`src/rtl/data_mem_arbiter.sv`:
```
// Round-robin arbiter funnelling per-LSU read/write requests onto one data-memory channel, one transaction at a time.
// Consumer ready follows the memory ack by one edge and is held until the consumer drops valid; grants resume from IDLE.
module data_mem_arbiter #(
  parameter int ADDR_BITS     = 8,
  parameter int DATA_BITS     = 8,
  parameter int NUM_CONSUMERS = 4
) (
  input  logic                                      clk,
  input  logic                                      reset,
  input  logic [NUM_CONSUMERS-1:0]                  consumer_read_valid,
  input  logic [NUM_CONSUMERS-1:0][ADDR_BITS-1:0]   consumer_read_address,
  output logic [NUM_CONSUMERS-1:0]                  consumer_read_ready,
  output logic [NUM_CONSUMERS-1:0][DATA_BITS-1:0]   consumer_read_data,
  input  logic [NUM_CONSUMERS-1:0]                  consumer_write_valid,
  input  logic [NUM_CONSUMERS-1:0][ADDR_BITS-1:0]   consumer_write_address,
  input  logic [NUM_CONSUMERS-1:0][DATA_BITS-1:0]   consumer_write_data,
  output logic [NUM_CONSUMERS-1:0]                  consumer_write_ready,
  output logic                                      mem_read_valid,
  output logic [ADDR_BITS-1:0]                      mem_read_address,
  input  logic                                      mem_read_ready,
  input  logic [DATA_BITS-1:0]                      mem_read_data,
  output logic                                      mem_write_valid,
  output logic [ADDR_BITS-1:0]                      mem_write_address,
  output logic [DATA_BITS-1:0]                      mem_write_data,
  input  logic                                      mem_write_ready
);

  localparam int PTR_BITS = (NUM_CONSUMERS > 1) ? $clog2(NUM_CONSUMERS) : 1;

  typedef enum logic [2:0] {
    IDLE,
    READ_WAITING,
    WRITE_WAITING,
    READ_RELAYING,
    WRITE_RELAYING
  } state_t;

  state_t              state;
  logic [PTR_BITS-1:0] rr_ptr;
  logic [PTR_BITS-1:0] grant;
  logic [PTR_BITS-1:0] next_ptr;

  logic                pick_found;
  logic                pick_is_read;
  logic [PTR_BITS-1:0] pick_idx;

  // First requester at or after rr_ptr, wrapping; read beats write on the same port.
  always_comb begin
    int                  scan;
    logic [PTR_BITS-1:0] scan_idx;
    scan         = 0;
    scan_idx     = '0;
    pick_found   = 1'b0;
    pick_is_read = 1'b0;
    pick_idx     = '0;
    for (int i = 0; i < NUM_CONSUMERS; i++) begin
      scan = int'(rr_ptr) + i;
      if (scan >= NUM_CONSUMERS) scan = scan - NUM_CONSUMERS;
      scan_idx = PTR_BITS'(scan);
      if (!pick_found && (consumer_read_valid[scan_idx] || consumer_write_valid[scan_idx])) begin
        pick_found   = 1'b1;
        pick_is_read = consumer_read_valid[scan_idx];
        pick_idx     = scan_idx;
      end
    end
  end

  assign next_ptr = (grant == PTR_BITS'(NUM_CONSUMERS - 1)) ? '0 : grant + PTR_BITS'(1);

  always_ff @(posedge clk) begin
    if (reset) begin
      state                <= IDLE;
      rr_ptr               <= '0;
      grant                <= '0;
      consumer_read_ready  <= '0;
      consumer_read_data   <= '0;
      consumer_write_ready <= '0;
      mem_read_valid       <= 1'b0;
      mem_read_address     <= '0;
      mem_write_valid      <= 1'b0;
      mem_write_address    <= '0;
      mem_write_data       <= '0;
    end else begin
      case (state)
        IDLE: begin
          if (pick_found) begin
            grant <= pick_idx;
            if (pick_is_read) begin
              mem_read_valid   <= 1'b1;
              mem_read_address <= consumer_read_address[pick_idx];
              state            <= READ_WAITING;
            end else begin
              mem_write_valid   <= 1'b1;
              mem_write_address <= consumer_write_address[pick_idx];
              mem_write_data    <= consumer_write_data[pick_idx];
              state             <= WRITE_WAITING;
            end
          end
        end
        READ_WAITING: begin
          if (mem_read_ready) begin
            mem_read_valid             <= 1'b0;
            consumer_read_data[grant]  <= mem_read_data;
            consumer_read_ready[grant] <= 1'b1;
            state                      <= READ_RELAYING;
          end
        end
        WRITE_WAITING: begin
          if (mem_write_ready) begin
            mem_write_valid             <= 1'b0;
            consumer_write_ready[grant] <= 1'b1;
            state                       <= WRITE_RELAYING;
          end
        end
        READ_RELAYING: begin
          if (!consumer_read_valid[grant]) begin
            consumer_read_ready[grant] <= 1'b0;
            rr_ptr                     <= next_ptr;
            state                      <= IDLE;
          end
        end
        WRITE_RELAYING: begin
          if (!consumer_write_valid[grant]) begin
            consumer_write_ready[grant] <= 1'b0;
            rr_ptr                      <= next_ptr;
            state                       <= IDLE;
          end
        end
        default: state <= IDLE;
      endcase
    end
  end

endmodule

```
`config.mk`:
```
export PLATFORM = sky130hd
export DESIGN_NAME = data_mem_arbiter
export DESIGN_NICKNAME = d
export VERILOG_FILES = /design/src/rtl/data_mem_arbiter.sv
export SDC_FILE = /design/constraint.sdc
export NUM_CORES = 1
export LEC_CHECK = 0
export CAP_MARGIN = 20
export CORE_MARGIN = 3
export CORE_UTILIZATION = 33
export CTS_CLUSTER_DIAMETER = 60
export DETAILED_ROUTE_END_ITERATION = 12
export HOLD_SLACK_MARGIN = 0.08
export PLACE_DENSITY = 0.75
export SKIP_CTS_REPAIR_TIMING = 1
export SYNTH_ARGS = -nofsm -noshare
export SYNTH_HDL_FRONTEND = slang
export SYNTH_SLANG_ARGS = --single-unit
```
`constraint.sdc`:
```
create_clock -name clk -period 5.5 [get_ports clk]
set_clock_uncertainty 0.1 [all_clocks]
set_input_delay 1.1 -clock clk [delete_from_list [all_inputs] [get_ports clk]]
set_output_delay 1.1 -clock clk [all_outputs]
set_load 0.005 [all_outputs]
```
Word-level counts from Yosys, hierarchy flattened
Cells that the tools add are included.
{ "totals": {"input_bits": 116, "regBits": 73} }
{ "op_classes": {"bitwise": 6, "reduce_logical": 27, "addsub": 8, "n_mux": 72, "eq_ne": 12, "magnitude_cmp": 11} }
{ "ops": {"columns": ["cell", "count"], "rows": [
  ["binary-select mux 8 bit (select 2 bit)", 3],
  ["bitwise mux 32 bit", 1],
  ["2-to-1 mux 8 bit", 4],
  ["2-to-1 mux 1 bit", 25],
  ["2-to-1 mux 2 bit", 12],
  ["binary-select mux 1 bit (select 2 bit)", 10],
  ["< comparator 2 x 3 -> 1 bit (second input constant)", 6],
  ["demux 8 bit (select 2 bit)", 1],
  ["2-to-1 mux 4 bit", 4],
  ["one-hot mux 4 bit (2 select lines)", 2],
  ["2-to-1 mux 3 bit", 5],
  ["one-hot mux 3 bit (5 select lines)", 1],
  ["AND reduction 3 bit", 5],
  ["inequality test 2 bit (second input constant)", 7],
  ["nonzero test 2 bit", 5],
  [">= comparator 3 bit (second input constant)", 3],
  ["bitwise AND 4 bit", 2],
  ["bitwise OR 4 bit", 2],
  ["AND reduction 4 bit", 2],
  ["subtractor 2 x 1 -> 2 bit (second input constant)", 4],
  ["adder 2 x 2 -> 3 bit (second input constant)", 2],
  ["equality test 3 x 2 -> 1 bit (second input constant)", 2],
  ["AND reduction 5 bit", 1],
  ["logical AND 1 bit", 4],
  ["16 further kinds", 23]
]} }

Depth between registers and ports, before layout
{ "logic_depth": {"ltp_word": 18, "ltp_mapped": 11, "mapped_depth_nobuf": 7} }

Worst setup path before layout
No wires, ideal clock.
{ "synth_path": {"path_type": "input -> register", "startpoint": "input consumer_read_valid[3]", "endpoint": "register mem_write_data[7]", "path_stages": 8, "t_required_ns": 5.283, "setup_slack_ns": 2.069, "setup_ns": 0.117, "arrival_ns": 3.215, "cell_sequence": "mux4_1 or2_1 buf_2 o21ai_2 mux2_2 a222oi_1 mux2i_1 a22o_1"} }
{ "synth_via": {"elab_chain_cells": 15, "word_cells_on_any_way": 34, "classes_between": "mux: 22; bitwise: 1; reduce/logical: 11"} }
{ "synth_lines": {"columns": ["item", "line_no", "text"], "rows": [
  ["start, declared", "10", "input logic [NUM_CONSUMERS-1:0] consumer_read_valid,"],
  ["binary-select mux 1 bit (select 2 bit)", "60, 62", null],
  ["2-to-1 mux 1 bit (not written as such)", "60, 62", null],
  ["logical OR 1 bit", "60", "if (!pick_found && (consumer_read_valid[scan_idx] || consumer_write_valid[scan_idx])) begin"],
  ["2-to-1 mux 1 bit", "60", null],
  ["zero test 1 bit", "60", null],
  ["logical AND 1 bit", "60", null],
  ["2-to-1 mux 1 bit", "60", null],
  ["zero test 1 bit", "60", null],
  ["logical AND 1 bit", "60", null],
  ["2-to-1 mux 1 bit", "60", null],
  ["zero test 1 bit", "60", null],
  ["logical AND 1 bit", "60", null],
  ["2-to-1 mux 2 bit or 2-to-1 mux 1 bit (tied branches)", "60", null],
  ["binary-select mux 8 bit (select 2 bit) or inverter 1 bit (tied branches)", null, null],
  ["2-to-1 mux 8 bit (not written as such) or AND reduction 3 bit (tied branches)", null, null],
  ["end signal, assigned", "95", "mem_write_data <= consumer_write_data[pick_idx];"],
  ["end, declared", "24", "output logic [DATA_BITS-1:0] mem_write_data,"]
]} }
Several ways; a longest one is shown, not always the timed one. The select of a mux whose other input is x is not followed.
A chain may end at the register's enable or synchronous reset.

Worst setup path in the final report
{ "layout_path": {"startpoint": "input consumer_write_valid[0]", "endpoint": "register mem_read_address[6]"} }
{ "layout_via": {"elab_chain_cells": 15, "word_cells_on_any_way": 33, "classes_between": "mux: 22; reduce/logical: 11"} }
{ "layout_lines": {"columns": ["item", "line_no", "text"], "rows": [
  ["start, declared", "14", "input logic [NUM_CONSUMERS-1:0] consumer_write_valid,"],
  ["binary-select mux 1 bit (select 2 bit)", "60", null],
  ["2-to-1 mux 1 bit (not written as such)", "60", null],
  ["logical OR 1 bit", "60", null],
  ["2-to-1 mux 1 bit", "60", null],
  ["zero test 1 bit", "60", null],
  ["logical AND 1 bit", "60", null],
  ["2-to-1 mux 1 bit", "60", null],
  ["zero test 1 bit", "60", null],
  ["logical AND 1 bit", "60", null],
  ["2-to-1 mux 1 bit", "60", null],
  ["zero test 1 bit", "60", null],
  ["logical AND 1 bit", "60", null],
  ["2-to-1 mux 2 bit", "60", null],
  ["binary-select mux 8 bit (select 2 bit)", "90", "mem_read_address <= consumer_read_address[pick_idx];"],
  ["2-to-1 mux 8 bit (not written as such)", "90", null],
  ["end signal, assigned", "90", null],
  ["end, declared", "19", "output logic [ADDR_BITS-1:0] mem_read_address,"]
]} }
Several ways; a longest one is shown, not always the timed one. The select of a mux whose other input is x is not followed.

==> impl_metrics.json <==
{
  "core_mm2": 0.0117,
  "start_util": 0.347,
  "area_delta_synth_final_pct": 52.8,
  "synth_area_leaders": "dfxtp_1 (36%), mux2i_1 (16%), a21oi_1 (5.5%)",
  "detail_route.vias_per_cell": 5.40,
  "vdd.ir_drop.worst_v": 0.000144,
  "ys_seq_area_frac": 0.359,
  "dp_hpwl_mm": 9.99,
  "max_freq_mhz": 246,
  "worstPathRequired_ns": 5.62,
  "row_count": 39,
  "h-tree-depth": 3,
  "num_antenna_cells": 0,
  "status": "finished, final reports clean",
  "cap_violations": 0,
  "fin_crit_sh": 0.740,
  "crit_path_cell_trace": "clkdlybuf4s50_1 > mux4_2 > nor2_1 > o21ai_2 > a22oi_2 > buf_4 > mux2i_1 > mux2i_1 > a22o_1",
  "clkLatencyLatePin_ns": 0.32,
  "tns_ns": 0,
  "cp_max_fo": 38,
  "yosysWarnings": 0,
  "crit_type": "input pin to register",
  "min_path_cells": 2,
  "syn_inst": 440,
  "cp.arrival_ns": 4.19,
  "holdPathEnd": "consumer_read_data[7]",
  "synth_edf_count": 0,
  "synth_flop_cell": "dfxtp_1",
  "instances_no_fill": 752,
  "synth_cell_type_count": 49,
  "grt-ovfl-total": 0,
  "vias": 4061,
  "cp-start-kind": "input pin",
  "clk_pin_slew_ns": 0.06,
  "pin_count": 182,
  "port_buffers": 181,
  "rsz0062_at_grt": "no",
  "firstDrtPassIters": 7,
  "grt_first_pass_wirelength_mm": 20.4,
  "ant_nets": 0,
  "synth.avg_cell_area_um2": 9.24,
  "ys_ff_latch": 73,
  "ff2ff_setup_slack_ns": 1.59,
  "die_h_um": 117,
  "clock_sinks": 73,
  "r2r_end": "mem_read_address[6]",
  "hp-start": "consumer_read_data[7]",
  "r2r_start": "rr_ptr[0]",
  "first_global_vias": 4108,
  "synth_fp_nets": 560,
  "drcViolationCount": 0,
  "cts_tree": "done",
  "worst_slew_pin_slew_ns": 1.04,
  "synth.top_cell.area_share": 0.359,
  "period_needed_ns": 4.07,
  "ff2ff_path_depth": 8,
  "critPathMostFrequentCell": "mux2i_1",
  "synth_common_cells": "dfxtp_1 (73), mux2i_1 (67), nand2_1 (56), a21oi_1 (45), nand3_1 (32)",
  "cts_buffers": 9,
  "dp.cells": 735,
  "gp_congestion": 0.812,
  "powerDensity_mw_per_mm2": 280,
  "syn_area_mm2": 0.00407,
  "grt_start_max_net_pins": 54,
  "p_leak_nw": 2.34,
  "drt_wl_total_mm": 13.1,
  "hp-class": "register to register",
  "wl_per_cell_um": 17.5,
  "yosysTopAreaCell": "dfxtp_1",
  "endpoint_kind": "register",
  "utilization": 0.531,
  "drive_above_1_share": 0.0657,
  "finalHoldViolCount": 0,
  "cpPeakStageDelay_ns": 0.57,
  "die_w_um": 117,
  "synth_most_common_cell": "dfxtp_1",
  "async_flop_share": 0,
  "setup-violations-final": 0,
  "drv_slew": 0,
  "detail_route.iter0.violations": 312,
  "dieArea_mm2": 0.0137,
  "finalNetCount": 724,
  "root_buffer": "clkbuf_16",
  "crit_slowest_cell": "buf_4",
  "grt_usage": 0.189,
  "clockBufferDepth": 2,
  "fillers": 1063,
  "relSlewSlack": 0.307,
  "antenna_found_initial": 0
}
stage by stage:
| step | power [W] | hold WS [ns] | setup WS, ns | cell area [um2] |
|---|---|---|---|---|
| floorplan | 0.000935 | 0.353 | 2.07 | 4070 |
| global placement | 0.00115 | 0.345 | 1.21 | 5910 |
| detailed placement | 0.00117 | 0.349 | 1.10 | 5910 |
| CTS | 0.00175 | 0.357 | 1.43 | 6200 |
| global route | 0.00183 | 0.380 | 1.26 | 6220 |
| finish | 0.00174 | 0.359 | 1.43 | 6220 |
worst max-delay path, delay by kind of cell:
family          cells  cell delay (ns)
buf+inv             2             1.11
mux                 3             0.93
compound gates      3             0.70
simple gates        1             0.31
worst max-delay path by stage:
stage                            to  cells past startpoint  slack [ns]                     from
2_1_floorplan     mem_write_data[7]                      8        2.07   consumer_read_valid[3]
3_3_place_gp    mem_read_address[6]                      9        1.21  consumer_write_valid[0]
3_5_place_dp   mem_write_address[3]                      9        1.10  consumer_write_valid[0]
4_1_cts        mem_write_address[3]                      9        1.43  consumer_write_valid[0]
5_1_grt        mem_write_address[4]                      7        1.26   consumer_read_valid[2]
6_report        mem_read_address[6]                      9        1.43  consumer_write_valid[0]
per-layer routing:
layer  vias to the layer above  wire length [um]  GRT usage
met5                         -                 0          0
met4                         0               404     0.0757
met3                        33              1060     0.0586
met2                       188              6340      0.317
met1                      1873              5340      0.225
li1                       1967                 -          -
cell usage in the layout, fill, tap and decap left out, types with 2 or more instances in the layout:
cell type          n
a222oi_1           9
clkinvlp_4         2
clkbuf_16          9
a21oi_1           45
mux4_2             4
dfxtp_1           73
buf_4              4
mux4_1             6
or2_1              2
mux2i_1           67
nor3_1            11
ha_1               4
nand2_1           56
nor2_1            21
a22o_1            24
clkdlybuf4s50_1  180
a31oi_1            2
inv_1              6
o21ai_0            2
a211oi_1           5
mux2_2             9
nor4_1             2
nor2b_1            4
nand3_1           32
report_power, final:
part | switching (W) | total, W | internal [W]
sequential | 0.0000472 | 0.000623 | 0.000576
clock | 0.000233 | 0.000586 | 0.000353
combinational | 0.000240 | 0.000532 | 0.000292
total | 0.000520 | 0.00174 | 0.00122
cell type report:
type                       count  area (um2)  area share
timing repair buffer         186        1850       0.297
inverter                       6        22.5     0.00362
clock inverter                 6        67.6      0.0109
multi-input combinational    328        2410       0.387
sequential                    73        1460       0.235
clock buffer                  10         229      0.0368
tap                          143         179      0.0288
logic make-up after synthesis:
group | after synthesis | synth area share
AND/OR/NAND/NOR | 138 | 0.155
AO/OA/AOI/OAI | 100 | 0.172
multiplexers | 86 | 0.251
buffers and inverters | 39 | 0.0511
flip-flops | 73 | 0.359
adder cells (fa/ha/maj) | 4 | 0.0123
(Power assumes the default switching activity.)
